===== config.mk =====
export PLATFORM = sky130hd
export DESIGN_NAME = memory_arbiter_rr_flat
export DESIGN_NICKNAME = d
export VERILOG_FILES = /design/src/rtl/memory_arbiter_rr_if.sv /design/src/rtl/memory_arbiter_rr.sv /design/src/flat_wrapper.sv
export SDC_FILE = /design/constraint.sdc
export NUM_CORES = 1
export LEC_CHECK = 0
export CAP_MARGIN = 5
export CORE_AREA = 3 3 173 175
export CTS_CLUSTER_SIZE = 12
export DETAILED_ROUTE_END_ITERATION = 8
export DIE_AREA = 0 0 176 178
export GPL_ROUTABILITY_DRIVEN = 0
export MAX_ROUTING_LAYER = met4
export PLACE_DENSITY = 0.51
export SKIP_LAST_GASP = 1
export SYNTH_ARGS = -nofsm -noshare
export SYNTH_HDL_FRONTEND = slang
export SYNTH_SLANG_ARGS = --single-unit

===== constraint.sdc =====
create_clock -name CLK -period 2.1 [get_ports CLK]
set_clock_uncertainty 0.15 [all_clocks]
set_input_delay 0.315 -clock CLK [delete_from_list [all_inputs] [get_ports CLK]]
set_output_delay 0.315 -clock CLK [all_outputs]
set_load 0.1 [all_outputs]

===== src/rtl/memory_arbiter_rr_if.sv =====
`default_nettype none
// ============================================================================
// Module : memory_arbiter_rr_if
// Brief  : CPU request channels and shared RAM port of memory_arbiter_rr.
// Rev    : 1.0
// ============================================================================
interface memory_arbiter_rr_if #(
  parameter int CPUS   = 2,
  parameter int ADDR_W = 32,
  parameter int WORD_W = 32
);
  logic [CPUS-1:0]        iREN;
  logic [CPUS-1:0]        dREN;
  logic [CPUS-1:0]        dWEN;
  logic [CPUS*ADDR_W-1:0] iaddr;
  logic [CPUS*ADDR_W-1:0] daddr;
  logic [CPUS*WORD_W-1:0] dstore;
  logic [CPUS-1:0]        iwait;
  logic [CPUS-1:0]        dwait;
  logic [CPUS*WORD_W-1:0] iload;
  logic [CPUS*WORD_W-1:0] dload;
  logic                   ramREN;
  logic                   ramWEN;
  logic [ADDR_W-1:0]      ramaddr;
  logic [WORD_W-1:0]      ramstore;
  logic [WORD_W-1:0]      ramload;
  logic [1:0]             ramstate;
  logic                   err;
  logic [15:0]            done_cnt;

  modport master (
    output iREN, dREN, dWEN, iaddr, daddr, dstore, ramload, ramstate,
    input  iwait, dwait, iload, dload, ramREN, ramWEN, ramaddr, ramstore,
           err, done_cnt
  );

  modport slave (
    input  iREN, dREN, dWEN, iaddr, daddr, dstore, ramload, ramstate,
    output iwait, dwait, iload, dload, ramREN, ramWEN, ramaddr, ramstore,
           err, done_cnt
  );
endinterface
`default_nettype wire


===== src/rtl/memory_arbiter_rr.sv =====
`default_nettype none
// ============================================================================
// Module : memory_arbiter_rr
// Brief  : Round-robin arbiter of per-CPU I/D channels onto one RAM port.
// Rev    : 1.0
// ============================================================================
module memory_arbiter_rr #(
  parameter int CPUS    = 2,
  parameter int ADDR_W  = 32,
  parameter int WORD_W  = 32,
  parameter int TIMEOUT = 64
) (
  input  wire logic          CLK,
  input  wire logic          RST,
  memory_arbiter_rr_if.slave bus
);
  localparam int               CPU_W      = (CPUS > 1) ? $clog2(CPUS) : 1;
  localparam int               TMO_W      = $clog2(TIMEOUT);
  localparam logic [CPU_W-1:0] CPU_ONE    = CPU_W'(1);
  localparam logic [CPU_W-1:0] CPU_LAST   = CPU_W'(CPUS - 1);
  localparam logic [TMO_W-1:0] TMO_ONE    = TMO_W'(1);
  localparam logic [TMO_W-1:0] TMO_LAST   = TMO_W'(TIMEOUT - 1);
  localparam logic [1:0]       RAM_ACCESS = 2'd2;
  localparam logic [1:0]       RAM_ERROR  = 2'd3;

  typedef enum logic [0:0] {
    IDLE  = 1'b0,
    GRANT = 1'b1
  } state_t;

  state_t           state_q, state_d;
  logic [CPU_W-1:0] rr_ptr_q, rr_ptr_d;
  logic [CPU_W-1:0] gnt_cpu_q, gnt_cpu_d;
  logic             gnt_dch_q, gnt_dch_d;
  logic             gnt_wr_q, gnt_wr_d;
  logic [TMO_W-1:0] tmo_q, tmo_d;
  logic             err_q, err_d;
  logic [15:0]      done_q, done_d;

  logic [ADDR_W-1:0] iaddr_a  [CPUS];
  logic [ADDR_W-1:0] daddr_a  [CPUS];
  logic [WORD_W-1:0] dstore_a [CPUS];

  for (genvar k = 0; k < CPUS; k++) begin : g_unpack
    assign iaddr_a[k]  = bus.iaddr[k*ADDR_W +: ADDR_W];
    assign daddr_a[k]  = bus.daddr[k*ADDR_W +: ADDR_W];
    assign dstore_a[k] = bus.dstore[k*WORD_W +: WORD_W];
  end

  logic             arb_found;
  logic [CPU_W-1:0] arb_cpu;
  logic [CPU_W-1:0] cand;
  logic             arb_dch;
  logic             arb_wr;

  // First requesting CPU at or after rr_ptr wins; its D-channel beats its I-channel.
  always_comb begin
    arb_found = 1'b0;
    arb_cpu   = '0;
    arb_dch   = 1'b0;
    arb_wr    = 1'b0;
    cand      = '0;
    for (int i = 0; i < CPUS; i++) begin
      cand = CPU_W'((int'(rr_ptr_q) + i) % CPUS);
      if (!arb_found) begin
        if (bus.dREN[cand] || bus.dWEN[cand]) begin
          arb_found = 1'b1;
          arb_cpu   = cand;
          arb_dch   = 1'b1;
          arb_wr    = bus.dWEN[cand];
        end else if (bus.iREN[cand]) begin
          arb_found = 1'b1;
          arb_cpu   = cand;
        end
      end
    end
  end

  logic             req_ok;
  logic [CPU_W-1:0] rr_next;

  // A change of request type on the granted channel counts as a withdrawal.
  always_comb begin
    req_ok = 1'b0;
    if (gnt_dch_q) begin
      req_ok = gnt_wr_q ? bus.dWEN[gnt_cpu_q]
                        : (bus.dREN[gnt_cpu_q] && !bus.dWEN[gnt_cpu_q]);
    end else begin
      req_ok = bus.iREN[gnt_cpu_q];
    end
    rr_next = (gnt_cpu_q == CPU_LAST) ? '0 : gnt_cpu_q + CPU_ONE;
  end

  always_comb begin
    state_d   = state_q;
    rr_ptr_d  = rr_ptr_q;
    gnt_cpu_d = gnt_cpu_q;
    gnt_dch_d = gnt_dch_q;
    gnt_wr_d  = gnt_wr_q;
    tmo_d     = tmo_q;
    err_d     = err_q;
    done_d    = done_q;
    case (state_q)
      IDLE: begin
        if (arb_found) begin
          state_d   = GRANT;
          gnt_cpu_d = arb_cpu;
          gnt_dch_d = arb_dch;
          gnt_wr_d  = arb_wr;
          tmo_d     = '0;
        end
      end
      GRANT: begin
        if (bus.ramstate == RAM_ACCESS) begin
          state_d  = IDLE;
          rr_ptr_d = rr_next;
          done_d   = done_q + 16'd1;
        end else if (bus.ramstate == RAM_ERROR) begin
          state_d  = IDLE;
          rr_ptr_d = rr_next;
          err_d    = 1'b1;
        end else if (!req_ok) begin
          state_d  = IDLE;
          rr_ptr_d = rr_next;
        end else if (tmo_q == TMO_LAST) begin
          state_d  = IDLE;
          rr_ptr_d = rr_next;
          err_d    = 1'b1;
        end else begin
          tmo_d = tmo_q + TMO_ONE;
        end
      end
    endcase
  end

  always_comb begin
    bus.ramREN   = 1'b0;
    bus.ramWEN   = 1'b0;
    bus.ramaddr  = '0;
    bus.ramstore = '0;
    bus.iwait    = '1;
    bus.dwait    = '1;
    if (state_q == GRANT) begin
      if (req_ok) begin
        if (gnt_dch_q) begin
          bus.ramaddr = daddr_a[gnt_cpu_q];
          if (gnt_wr_q) begin
            bus.ramWEN   = 1'b1;
            bus.ramstore = dstore_a[gnt_cpu_q];
          end else begin
            bus.ramREN = 1'b1;
          end
        end else begin
          bus.ramREN  = 1'b1;
          bus.ramaddr = iaddr_a[gnt_cpu_q];
        end
      end
      if (bus.ramstate == RAM_ACCESS) begin
        if (gnt_dch_q) begin
          bus.dwait[gnt_cpu_q] = 1'b0;
        end else begin
          bus.iwait[gnt_cpu_q] = 1'b0;
        end
      end
    end
  end

  assign bus.iload    = {CPUS{bus.ramload}};
  assign bus.dload    = {CPUS{bus.ramload}};
  assign bus.err      = err_q;
  assign bus.done_cnt = done_q;

  always_ff @(posedge CLK) begin
    if (RST) begin
      state_q   <= IDLE;
      rr_ptr_q  <= '0;
      gnt_cpu_q <= '0;
      gnt_dch_q <= 1'b0;
      gnt_wr_q  <= 1'b0;
      tmo_q     <= '0;
      err_q     <= 1'b0;
      done_q    <= '0;
    end else begin
      state_q   <= state_d;
      rr_ptr_q  <= rr_ptr_d;
      gnt_cpu_q <= gnt_cpu_d;
      gnt_dch_q <= gnt_dch_d;
      gnt_wr_q  <= gnt_wr_d;
      tmo_q     <= tmo_d;
      err_q     <= err_d;
      done_q    <= done_d;
    end
  end
endmodule
`default_nettype wire

===== src/flat_wrapper.sv =====
// flat-port wrapper written by rule: the top's interface ports become plain ports
module memory_arbiter_rr_flat 
#(
  parameter int CPUS    = 2,
  parameter int ADDR_W  = 32,
  parameter int WORD_W  = 32,
  parameter int TIMEOUT = 64
)
  (CLK, RST, bus_iREN, bus_dREN, bus_dWEN, bus_iaddr, bus_daddr, bus_dstore, bus_ramload, bus_ramstate, bus_iwait, bus_dwait, bus_iload, bus_dload, bus_ramREN, bus_ramWEN, bus_ramaddr, bus_ramstore, bus_err, bus_done_cnt);
  memory_arbiter_rr_if #(.CPUS(CPUS), .ADDR_W(ADDR_W), .WORD_W(WORD_W)) bus_i ();
  input  wire logic CLK;
  input  wire logic RST;
  input wire logic [$bits(bus_i.iREN)-1:0] bus_iREN;
  input wire logic [$bits(bus_i.dREN)-1:0] bus_dREN;
  input wire logic [$bits(bus_i.dWEN)-1:0] bus_dWEN;
  input wire logic [$bits(bus_i.iaddr)-1:0] bus_iaddr;
  input wire logic [$bits(bus_i.daddr)-1:0] bus_daddr;
  input wire logic [$bits(bus_i.dstore)-1:0] bus_dstore;
  input wire logic [$bits(bus_i.ramload)-1:0] bus_ramload;
  input wire logic [$bits(bus_i.ramstate)-1:0] bus_ramstate;
  output wire logic [$bits(bus_i.iwait)-1:0] bus_iwait;
  output wire logic [$bits(bus_i.dwait)-1:0] bus_dwait;
  output wire logic [$bits(bus_i.iload)-1:0] bus_iload;
  output wire logic [$bits(bus_i.dload)-1:0] bus_dload;
  output wire logic [$bits(bus_i.ramREN)-1:0] bus_ramREN;
  output wire logic [$bits(bus_i.ramWEN)-1:0] bus_ramWEN;
  output wire logic [$bits(bus_i.ramaddr)-1:0] bus_ramaddr;
  output wire logic [$bits(bus_i.ramstore)-1:0] bus_ramstore;
  output wire logic [$bits(bus_i.err)-1:0] bus_err;
  output wire logic [$bits(bus_i.done_cnt)-1:0] bus_done_cnt;
  assign bus_i.iREN = bus_iREN;
  assign bus_i.dREN = bus_dREN;
  assign bus_i.dWEN = bus_dWEN;
  assign bus_i.iaddr = bus_iaddr;
  assign bus_i.daddr = bus_daddr;
  assign bus_i.dstore = bus_dstore;
  assign bus_i.ramload = bus_ramload;
  assign bus_i.ramstate = bus_ramstate;
  assign bus_iwait = bus_i.iwait;
  assign bus_dwait = bus_i.dwait;
  assign bus_iload = bus_i.iload;
  assign bus_dload = bus_i.dload;
  assign bus_ramREN = bus_i.ramREN;
  assign bus_ramWEN = bus_i.ramWEN;
  assign bus_ramaddr = bus_i.ramaddr;
  assign bus_ramstore = bus_i.ramstore;
  assign bus_err = bus_i.err;
  assign bus_done_cnt = bus_i.done_cnt;
  memory_arbiter_rr #(.CPUS(CPUS), .ADDR_W(ADDR_W), .WORD_W(WORD_W), .TIMEOUT(TIMEOUT)) u_core (.CLK(CLK), .RST(RST), .bus(bus_i));
endmodule

=== Word level (Yosys, flattened, before mapping) ===
Index checks and enable logic that the tools add are counted.

* Add/subtract/negate cells: 4
* Multiply operators: 0
* Divide/modulo/power cells: 0
* $lt $le $gt $ge: 5
* Equality and inequality tests: 9
* Shifts and indexed selects: 0
* Mux-type cells: 88
* Bitwise operators: 4
* Reduce and logical (&&, ||, !) cells: 12

{| class="wikitable"
|+ Operators with widths
! operator !! count
|-
| $mux 32 || 16
|-
| $mux 1 || 58
|-
| $mux 6 || 5
|-
| $add 16x1->16 const B || 1
|-
| $mux 2 || 6
|-
| $pmux 6 s2 || 1
|-
| $ne 2x2->1 const B || 4
|-
| $add 6x1->6 const B || 1
|-
| $eq 6x6->1 const B || 1
|-
| $lt 1x2->1 const B || 3
|-
| $reduce_and 2->1 || 3
|-
| $reduce_and 5->1 || 1
|-
| $eq 2x2->1 const B || 2
|-
| $ne 4x4->1 const B || 1
|-
| $reduce_and 4->1 || 1
|-
| $reduce_bool 2->1 || 2
|-
| $add 1x1->1 const B || 2
|-
| $ge 2x2->1 const B || 1
|-
| $logic_and 1x1->1 || 2
|-
| $logic_or 1x1->1 || 2
|-
| $ne 2x1->1 const B || 1
|-
| $not 1->1 || 2
|-
| $not 1->2 || 1
|-
| $not 2->2 || 1
|-
| other kinds (4) || 4
|}

* Bits in registers: 28
* Bits in latches: 0
* RAM bits: 0
* ROM bits: 0
* Input port bits: 234
* Output and inout bits: 215
* Logic and storage cells: 130
* Memories: 0

=== Longest topological paths before layout ===
Gate-level depths: netlist (run 1).

* Depth in word-level cells: 10
* Mapped depth: 7
* Gate-level depth less buffers: 5

=== Worst setup path before layout (run 1) ===
OpenSTA, ideal clock, no wires.

* Kind: register -> output
* Start point: register u_core.gnt_dch_q
* End point: output port bus_ramaddr[27]
* Arrival time: 2.508 ns
* Required time: 1.635 ns
* Path slack: -0.873 ns
* Stages on the path, launching flop included: 6
* Path buffers: 3
* Path through: dfxtp_1 > clkbuf_8 > buf_2 > buf_1 > mux4_2 > nor2b_1

* Word-level cells in the longest chain between the ends: 3
* Elaborated cells between the ends (all ways): 4
* Those cells by class: mux (4)

{| class="wikitable"
|+ RTL lines
! item !! RTL line !! RTL
|-
| start, declared || memory_arbiter_rr.sv:34 || <nowiki>logic gnt_dch_q, gnt_dch_d;</nowiki>
|-
| start signal, assigned || memory_arbiter_rr.sv:187 || <nowiki>gnt_dch_q <= gnt_dch_d;</nowiki>
|-
| $mux 32 / $mux 1 (equally long branches) || memory_arbiter_rr.sv:145, memory_arbiter_rr.sv:85 ||
|-
| $mux 32 * || memory_arbiter_rr.sv:144 || <nowiki>if (req_ok) begin</nowiki>
|-
| $mux 32 * || memory_arbiter_rr.sv:143 || <nowiki>if (state_q == GRANT) begin</nowiki>
|-
| end, declared || flat_wrapper.sv:27 || <nowiki>output wire logic [$bits(bus_i.ramaddr)-1:0] bus_ramaddr;</nowiki>
|}

Mark *: on every way between the ends. The rest lies on a longest branch, timed or not.

=== Worst setup path in the final report (run 1) ===
* Start point: register u_core.gnt_cpu_q
* End point: output port bus_ramaddr[25]

* Word-level cells in the longest chain between the ends: 8
* Elaborated cells between the ends (all ways): 20
* Those cells by class: mux (17); bitwise (1); reduce/logical (2)

{| class="wikitable"
|+ RTL lines
! item !! RTL line !! RTL
|-
| start, declared || memory_arbiter_rr.sv:33 || <nowiki>logic [CPU_W-1:0] gnt_cpu_q, gnt_cpu_d;</nowiki>
|-
| start signal, assigned || memory_arbiter_rr.sv:186 || <nowiki>gnt_cpu_q <= gnt_cpu_d;</nowiki>
|-
| $mux 1 (not written as such) (2 in a row) || memory_arbiter_rr.sv:86, memory_arbiter_rr.sv:87 ||
|-
| $logic_not 1->1 || memory_arbiter_rr.sv:87 || <nowiki>: (bus.dREN[gnt_cpu_q] && !bus.dWEN[gnt_cpu_q]);</nowiki>
|-
| $logic_and 1x1->1 || memory_arbiter_rr.sv:87 ||
|-
| $mux 1 || memory_arbiter_rr.sv:86 || <nowiki>req_ok = gnt_wr_q ? bus.dWEN[gnt_cpu_q]</nowiki>
|-
| $mux 1 || memory_arbiter_rr.sv:85 || <nowiki>if (gnt_dch_q) begin</nowiki>
|-
| $mux 32 * || memory_arbiter_rr.sv:144 ||
|-
| $mux 32 * || memory_arbiter_rr.sv:143 ||
|}

Mark *: on every way between the ends. The rest lies on a longest branch, timed or not. The select of a mux whose other input is x is not followed.

==> results.cfg, run 1 <==
[outcome]
outcome = complete, but fails checks
violations = setup timing

[clock_tree]
clockBufferDepth = 2
cts_made_buffers = 3
htree_levels = 1
cts.sinks = 28
cts_tree = yes
root_buffer = clkbuf_16
clkLatencyLatePin_ns = 0.27
cts_hold_buf = 0
clk_pin_slew_ns = 0.08

[synth]
yosys.area.top_type = buf_4
synth.net_count = 692
ys_top_cells_by_count = buf_4, nor2_1, mux2i_1
ys_warn_count = 0
synth_most_common_cell = buf_4
synth_seq_cells = 28
synth_edf_count = 0
ys_top_cells_by_area = buf_4, mux4_2, dfxtp_1
yosysSeqAreaShare_pct = 14.3
yosysTopAreaCellShare_pct = 24.9
synth_area_per_cell_um2 = 8.60
async_flop_share_pct = 0
synth_flop_cell = dfxtp_1
syn_area_um2 = 3920
synth_cell_types = 42
syn_inst = 456

[grt]
antenna_found_initial = 1
grt_pass1_wl_mm = 26.2
track_usage_pct = 11.3
gr-total-overflow = 0
grt_max_degree = 32
grt_pass1_vias = 4061

[finish]
fin_nets = 894
final_util_pct = 30.2
synthToLayoutAreaGrowth_pct = 120
drive_gt1_share_pct = 47.2
num_antenna_cells = 0

[floorplanning]
die_width_um = 176
core_um2 = 28600
initial_core_util_pct = 13.7
dieArea_um2 = 31300
dieHeight_um = 178
rows = 62
io_pins = 449

[pwr]
p_per_area_nw_per_um2 = 380
combPwrFrac_pct = 66.0
p_clk_share_pct = 16.5
swShare_pct = 38.0
power_leakage_uw = 0.00309
p_int_uw = 2040
p_seq_share_pct = 17.5
p_switching_uw = 1250
ir_drop_mv = 0.317

[worst_setup_path]
cp-end-kind = output port
crit_type = flop to output port
critPathLaunchType = flop
crit_chain = buf_4, clkbuf_16, mux4_2, nor2b_4, buf_12
critPathArrivalTime_ns = 1.92
crit_required_ns = 1.63
critPathMaxStageDelay_ns = 0.54
reg2reg_slack_ns = 0.04
cp_top_family = buffers and inverters
critPathMaxFanout = 6
cpMaxStageDelayCell = mux4_2
path_buf_inv = 3

[placed_design]
portBuffers = 288
hpwl_mm = 15.3
place_ws_ns = -0.488

[sta]
hold_ws_ns = 0.306
fin_crit_sh_pct = 114
hold_viol = 0
relSlewSlack_pct = 73.7
rsz0062_at_grt = true
worst_slack_ns = -0.285
slew_violations = 0
fin_crit_ns = 2.38
clock.fmax_mhz = 419
worst_pin_slew_ns = 0.393
setup_viol = 66

[route]
drt_first_pass_iters = 6
drtIter0Drc = 105
remaining_drc_errors = 0
vias = 3986
wl_per_cell_um = 17.9
routed_wl_mm = 18.6
viasPerCell = 3.83
ant_nets = 0

[min_path]
hold_class = flop to flop

[job]
cap_viol_max_count = 0
## per-stage QoR
stage / setup TNS (ns) / instances / instance area, um^2 / total power [uW]
detailed placement: -28.85 / 1011 / 7710 / 2470
CTS: -13.83 / 1034 / 8470 / 3280
finish: -11.80 / 1041 / 8630 / 3280
global placement: -27.08 / 1011 / 7710 / 2470
floorplan: -0.658 / 456 / 4490 / 2780
global route: -17.25 / 1041 / 8630 / 3430
## what timing repair did
action | 4_1_cts | 5_1_grt
buffers inserted | 16 | 4
gates cloned | 3 | 3
setup endpoints to repair | 74 | 74
gates resized for setup | 84 | 18
pin swaps | 10 | 12
## worst min-delay path, cell delays in order, from the launching register on
cell	delay, ns
dfxtp_1	0.32
inv_1	0.05
a21oi_1	0.05
## state kept, by name, summed over array words and instances, names as in the netlist
| name | count |
|---|---|
| u_core.rr_ptr_q | 1 |
| u_core.state_q | 1 |
| u_core.bus.err | 1 |
| u_core.gnt_cpu_q | 1 |
| u_core.gnt_wr_q | 1 |
| u_core.tmo_q | 6 |
| u_core.gnt_dch_q | 1 |
| u_core.bus.done_cnt | 16 |
## area by class of cell
type,instances,area (um^2)
Fill cell,2907,20000
Timing Repair Buffer,352,4370
Multi-Input combinational cell,267,3070
Sequential cell,28,584
Tap cell,384,480
Clock buffer,4,100
Inverter,6,26.3
## layout by cell type, fill, tap and decap left out, types with 4 or more instances in the layout
cell type / n
mux4_2: 32
buf_16: 7
nand4_1: 8
buf_6: 6
xor2_1: 12
dfxtp_1: 15
buf_12: 81
clkdlybuf4s50_1: 194
o21ai_0: 8
a21oi_1: 9
nand3_1: 6
nor2_1: 22
mux2i_4: 23
nor2_4: 35
mux2i_1: 13
clkbuf_16: 7
dfxtp_2: 10
nor2b_4: 30
dlygate4sd2_1: 5
and3_1: 4
nor3b_1: 4
buf_4: 53
inv_1: 5
nand2_1: 12
## path summary, 6_finish.rpt
path | start | cells after the start | endpoint
max | u_core.gnt_cpu_q | 5 | bus_ramaddr[25]
min | u_core.bus.err | 2 | u_core.bus.err
max reg2reg | u_core.gnt_cpu_q | 8 | u_core.tmo_q[2]
min reg2reg | u_core.bus.err | 2 | u_core.bus.err
## routing by layer
metal,global-route usage (%),up-vias,wire [um]
met5,-,-,0
met4,0.990,0,167
met3,4.96,14,2110
met2,18.5,255,9130
met1,13.3,1852,7190
li1,-,1865,-
## power by group through the flow
stage / registers, uW / logic, uW / clock network [uW]
after floorplan: 588 / 2190 / 0
after global placement: 588 / 1880 / 0
after detailed placement: 588 / 1880 / 0
after CTS: 572 / 2130 / 572
after global routing: 578 / 2260 / 596
final: 573 / 2170 / 542
## cells by family after synthesis
group	count (synthesis)	synth area share [%]
buffers and inverters	161	28.8
AND/OR/NAND/NOR	146	19.0
multiplexers	70	28.1
AO/OA/AOI/OAI	35	6.03
flip-flops	28	14.3
XOR/XNOR	14	3.13
adder cells (fa/ha/maj)	2	0.638
Note: power is estimated with default switching activity, not from simulation.
==> inputs of run 2 (changes only) <==
--- a/config.mk
+++ b/config.mk
@@ -5,7 +5,6 @@
 export SDC_FILE = /design/constraint.sdc
 export NUM_CORES = 1
 export LEC_CHECK = 0
-export CAP_MARGIN = 5
 export CORE_AREA = 3 3 173 175
 export CTS_CLUSTER_SIZE = 12
 export DETAILED_ROUTE_END_ITERATION = 8
==> results of run 2 <==
Final layout, timing and power as in run 1 (identical DEF).
